**config.mk**
```make
export PLATFORM = sky130hd
export DESIGN_NAME = vga_timing_gen
export DESIGN_NICKNAME = d
export VERILOG_FILES = /design/src/rtl/vga_timing_gen.sv
export SDC_FILE = /design/constraint.sdc
export NUM_CORES = 1
export LEC_CHECK = 0
export CORE_MARGIN = 5
export CORE_UTILIZATION = 42
export CTS_BUF_LIST = sky130_fd_sc_hd__clkbuf_4 sky130_fd_sc_hd__clkbuf_8
export CTS_CLUSTER_DIAMETER = 80
export DETAILED_ROUTE_END_ITERATION = 6
export PLACE_DENSITY_LB_ADDON = 0.2
export SLEW_MARGIN = 0
export SYNTH_ARGS = -nofsm -noshare
export SYNTH_HDL_FRONTEND = slang
export SYNTH_SLANG_ARGS = --single-unit
```
**constraint.sdc**
```tcl
create_clock -name clk -period 2.6 [get_ports clk]
set_clock_uncertainty 0.2 [all_clocks]
set_input_delay 0.39 -clock clk [delete_from_list [all_inputs] [get_ports clk]]
set_output_delay 0.39 -clock clk [all_outputs]
set_load 0.005 [all_outputs]
```
**src/rtl/vga_timing_gen.sv**
```systemverilog
`default_nettype none
// ============================================================================
// Module   : vga_timing_gen
// Brief    : Parametrised VGA raster timing generator (pixel strobe, x/y
//            counters, video_on, hsync/vsync, line_end, frame_start).
//            Optional completed-frame counter enabled by VGA_FRAME_CNT_EN.
// Revision : 1.0 - initial release
// ============================================================================
module vga_timing_gen #(
    parameter int unsigned H_ACTIVE = 640,
    parameter int unsigned H_FP     = 16,
    parameter int unsigned H_SYNC   = 96,
    parameter int unsigned H_BP     = 48,
    parameter int unsigned V_ACTIVE = 480,
    parameter int unsigned V_FP     = 10,
    parameter int unsigned V_SYNC   = 2,
    parameter int unsigned V_BP     = 33,
    parameter int unsigned DIV      = 4,
    parameter bit          HS_POL   = 1'b0,
    parameter bit          VS_POL   = 1'b0,
    parameter int unsigned CW       = 10,
    parameter int unsigned FCW      = 16
) (
    input  logic          clk,
    input  logic          reset,
    output logic          pixel_tick,
    output logic [CW-1:0] pixel_x,
    output logic [CW-1:0] pixel_y,
    output logic          video_on,
    output logic          hsync,
    output logic          vsync,
    output logic          line_end,
    output logic          frame_start
`ifdef VGA_FRAME_CNT_EN
    ,
    output logic [FCW-1:0] frame_cnt
`endif
);

    localparam logic [31:0] c_h_total    = H_ACTIVE + H_FP + H_SYNC + H_BP;
    localparam logic [31:0] c_v_total    = V_ACTIVE + V_FP + V_SYNC + V_BP;
    localparam logic [31:0] c_hs_start   = H_ACTIVE + H_FP;
    localparam logic [31:0] c_hs_end     = H_ACTIVE + H_FP + H_SYNC;
    localparam logic [31:0] c_vs_start   = V_ACTIVE + V_FP;
    localparam logic [31:0] c_vs_end     = V_ACTIVE + V_FP + V_SYNC;
    localparam logic [CW-1:0] c_h_last   = CW'(c_h_total - 32'd1);
    localparam logic [CW-1:0] c_v_last   = CW'(c_v_total - 32'd1);

    generate
        if (DIV == 0 || CW == 0 || CW > 31 || FCW == 0 || H_ACTIVE == 0 ||
            V_ACTIVE == 0 || c_h_total > (32'd1 << CW) ||
            c_v_total > (32'd1 << CW)) begin : g_param_check
            $error("vga_timing_gen: invalid parameter set");
        end
    endgenerate

    logic          w_tick;
    logic [CW-1:0] w_x_next;
    logic [CW-1:0] w_y_next;
    logic [31:0]   w_x_ext;
    logic [31:0]   w_y_ext;
    logic          w_frame_wrap;
    logic          w_hs_act;
    logic          w_vs_act;

    logic [CW-1:0] r_pixel_x;
    logic [CW-1:0] r_pixel_y;
    logic          r_video_on;
    logic          r_hsync;
    logic          r_vsync;
    logic          r_line_end;
    logic          r_frame_start;

    // Clock divider: the strobe marks the last system clock of each pixel.
    generate
        if (DIV > 1) begin : g_div
            localparam int unsigned     c_dw       = $clog2(DIV);
            localparam logic [c_dw-1:0] c_div_last = c_dw'(DIV - 1);
            logic [c_dw-1:0] r_div;

            always_ff @(posedge clk) begin
                if (reset) begin
                    r_div <= '0;
                end else if (r_div == c_div_last) begin
                    r_div <= '0;
                end else begin
                    r_div <= r_div + c_dw'(1);
                end
            end

            assign w_tick = (r_div == c_div_last);
        end else begin : g_no_div
            assign w_tick = 1'b1;
        end
    endgenerate

    always_comb begin
        w_x_next = r_pixel_x;
        w_y_next = r_pixel_y;
        if (w_tick) begin
            if (r_pixel_x == c_h_last) begin
                w_x_next = '0;
                if (r_pixel_y == c_v_last) begin
                    w_y_next = '0;
                end else begin
                    w_y_next = r_pixel_y + CW'(1);
                end
            end else begin
                w_x_next = r_pixel_x + CW'(1);
            end
        end
    end

    assign w_frame_wrap = w_tick && (r_pixel_x == c_h_last) && (r_pixel_y == c_v_last);

    // Flags are decoded from the next-state counters so that, once
    // registered, they switch on the same edge as pixel_x/pixel_y.
    assign w_x_ext  = {{(32 - CW){1'b0}}, w_x_next};
    assign w_y_ext  = {{(32 - CW){1'b0}}, w_y_next};
    assign w_hs_act = (w_x_ext >= c_hs_start) && (w_x_ext < c_hs_end);
    assign w_vs_act = (w_y_ext >= c_vs_start) && (w_y_ext < c_vs_end);

    always_ff @(posedge clk) begin
        if (reset) begin
            r_pixel_x     <= '0;
            r_pixel_y     <= '0;
            r_video_on    <= 1'b1;
            r_hsync       <= ~HS_POL;
            r_vsync       <= ~VS_POL;
            r_line_end    <= 1'b0;
            r_frame_start <= 1'b0;
        end else begin
            r_pixel_x     <= w_x_next;
            r_pixel_y     <= w_y_next;
            r_video_on    <= (w_x_ext < H_ACTIVE) && (w_y_ext < V_ACTIVE);
            r_hsync       <= w_hs_act ? HS_POL : ~HS_POL;
            r_vsync       <= w_vs_act ? VS_POL : ~VS_POL;
            r_line_end    <= (w_x_next == c_h_last);
            r_frame_start <= w_frame_wrap;
        end
    end

`ifdef VGA_FRAME_CNT_EN
    logic [FCW-1:0] r_frame_cnt;

    always_ff @(posedge clk) begin
        if (reset) begin
            r_frame_cnt <= '0;
        end else if (w_frame_wrap) begin
            r_frame_cnt <= r_frame_cnt + FCW'(1);
        end
    end

    assign frame_cnt = r_frame_cnt;
`endif

    assign pixel_tick  = w_tick;
    assign pixel_x     = r_pixel_x;
    assign pixel_y     = r_pixel_y;
    assign video_on    = r_video_on;
    assign hsync       = r_hsync;
    assign vsync       = r_vsync;
    assign line_end    = r_line_end;
    assign frame_start = r_frame_start;

endmodule
`default_nettype wire

```
==> metrics.md <==
| Metric | Value |
|---|---|
| Outcome | `finished, final reports clean` |
| Area of the core | `0.003416 mm^2` |
| Post-Syn Nets | `186` |
| CTS buffer count | `3` |
| Final Setup Violations | `0` |
| Grt ovf | `0` |
| Crit path setup slack, layout | `between 0.15 and 0.2 ns` |
| Initial antenna violation count | `0` |
| Area Growth Syn to Fin | `24.98%` |
| Static leakage | `0.0006459 uW` |
| Drt wl/cell | `14.29 um` |
| Max Freq | `between 0.4 and 0.5 GHz` |
| Post-synth top flop | `dfxtp_1` |
| Worst-path clk slew | `~0.15 ns` |
| Vias in the first global route | `1,355` |
| Die height | `around 70 um` |
| Final period utilization | `between 90% and 100%` |
| Layout cell share with drive strength beyond 1 | `~14%` |
| Top Ports | `28` |
| Port bufs | `27` |
| Flops & latches, synth | `27` |
| Global-route wire length before repair | `6.272 mm` |
| Min Tclk post-route | `approximately 2.4 ns` |
| Clock tree buffer depth | `2` |
| Die Area | `around 0.0049 mm^2` |
| Worst Path Required | `2.62 ns` |
| Root Driver | `clkbuf_4` |
| Cell Rows | `21` |
| CP startpoint kind | `flop` |
| RSZ-0062 raised after global routing | `false` |
| Place WS | `~0.17 ns` |
| Post-DP HPWL | `roughly 2.7 mm` |
| Netlist Area Pre-Place | `0.001523 mm^2` |
| Post-synth top area share | `35.50%` |
| Pin count of the biggest net entering global routing | `17` |
| Antenna viol nets, final | `0` |
| Post-synth EDFFs | `0` |
| Setup CP Type | `flop to flop` |
| Max FO, Critical Path | `8` |
| Worst min-delay path class | `flop to flop` |
| Worst slew pin tran | `between 0.5 and 0.6 ns` |
| Initial core utilization | `between 40% and 50%` |
| Cells after Synth | `180` |
| DRT iter0 DRCs | `73` |
| Clock power share | `approximately 29%` |
| Setup TNS | `0 ns` |
| Async SR Flop Fraction | `0%` |
| TritonCTS clock tree | `done` |
| Setup repair bufs after CTS | `0` |
| Int Power | `492.8 uW` |
| Final instance area | `around 0.0019 mm^2` |
| Synth warn | `0` |
| Sequential area share after synthesis | `35.50%` |
| Pre-Repair DR Iteration Count | `4` |
| Largest cells by area after synthesis | `dfxtp_1 35%, xor2_1 5.2%, nor2_1 4.4%` |
| Area leader, netlist | `dfxtp_1` |
| Yosys cell types | `50` |
| Slew HR | `63.45%` |
| CTS H-Tree Depth | `1` |
| Vias | `about 1,400` |
| DR vias/cell | `about 5.6` |
| Sw frac | `a little under a quarter` |
| Reg power frac | `approximately 66%` |
| Final Hold Viols | `0` |
| Final Max Tran Viols | `0` |
| GPL Wtd Cong | `approximately 0.83` |
| Mapped Avg Cell Area | `roughly 8.5 um^2` |
| DRC | `0` |
| Total GRT Usage | `between 10% and 20%` |
| Antenna diode count | `0` |
| Power, Total | `approximately 640 uW` |
| Comb pwr share | `around 4.7%` |
| CP arrival | `approximately 2.4 ns` |
| NumNets Final | `between 200 and 250` |
| Max-cap violation count | `0` |
| Endpoint type of the worst setup path | `flop` |
| Psw | `approximately 140 uW` |
| Die Wd | `around 70 um` |
| Worst-skew pair later-pin latency | `between 0.3 and 0.4 ns` |
| # clock sinks | `27` |
| Most frequent cells in the layout | `27 x dfxtp_1, 27 x clkdlybuf4s50_1, 18 x nor2_1` |
| Cell area power density | `approximately 330 mW/mm^2` |
| Dpl cell area | `~0.0019 mm^2` |
| Worst vdd ir | `0.2427 mV` |
| Total Wirelength | `3.644 mm` |
area by class of cell:
| cell class | instances | area [um^2] |
|---|---|---|
| clock buffers | 3 | 22.52 |
| repair buffers | 38 | 352.8 |
| well taps | 46 | 57.56 |
| clock inverters | 1 | 7.507 |
| flip-flops and latches | 27 | 540.5 |
| multi-input cells | 136 | 907.1 |
| inverters | 4 | 15.01 |
| fillers | 331 | 1513 |
flip-flops by register name, summed over array words and instances, names as in the netlist:
register and count:
frame_start 1, g_div.r_div 2, hsync 1, line_end 1
pixel_x 10, pixel_y 10, video_on 1, vsync 1
cells by family after synthesis:
kind of cell / share of synthesized area (%)
adder cells (fa/ha/maj): 3.287
flip-flops: 35.50
XOR/XNOR: 9.203
buffers and inverters: 5.094
multiplexers: 1.479
AND/OR/NAND/NOR: 30.57
AO/OA/AOI/OAI: 14.87
routing by layer:
metal	share of wire (%)	GRT usage [%]	vias up	wire length [um]
met4	1.8	5.106	0	65
li1	-	-	709	-
met3	4.4	3.156	8	160
met2	46	24.03	33	1672
met1	48	19.88	672	1744
met5	0	0	-	0
stage by stage:
stage / hold WS (ns) / util, % / cells
after CTS: 0.2405 / 55.64 / 255
after floorplan: 0.2043 / - / 180
after detailed placement: 0.2200 / 54.76 / 251
after global placement: 0.2135 / 54.76 / 251
after global routing: 0.2601 / 55.71 / 255
final: 0.2354 / 55.71 / 255
power groups by stage:
stage	Sequential (uW)	Clock (uW)	Combinational [uW]
finish	423	184	30.0
global route	425	208	33.7
CTS	423	189	29.7
detailed placement	432	0	29.5
global placement	432	0	28.8
floorplan	432	0	17.5
synth_stat cells, types with 3 or more instances:
cell      count
and3_1        5
clkbuf_1      9
inv_1         4
dfxtp_1      27
ha_1          4
nor3_1       13
nand3_1       9
xnor2_1       7
and2_1        3
nand4_1       6
xor2_1        9
a21oi_1       7
nor2_1       18
o21ai_0       3
nand2_1      11
path summary, 6_finish.rpt:
| check | slack [ns] | to | startpoint | cells after the start |
|---|---|---|---|---|
| worst min-delay path | 0.24 | g_div.r_div[0] | g_div.r_div[0] | 1 |
| worst max register to register | 0.19 | video_on | pixel_x[0] | 6 |
| worst max-delay path | 0.19 | video_on | pixel_x[0] | 6 |
| worst min register to register | 0.24 | g_div.r_div[0] | g_div.r_div[0] | 1 |
critical path: stages (launching register included):
cell      delay, ns
dfxtp_1        0.47
ha_2           0.30
nand3_1        0.12
or4_4          0.60
or3_4          0.39
a21oi_2        0.18
a211oi_2       0.05
what timing repair did:
action                                  in CTS  in global routing
endpoints found under the setup margin       0                  1
hold buffers                                 0                  0
resized for setup                            0                  1
(Power assumes the default switching activity.)
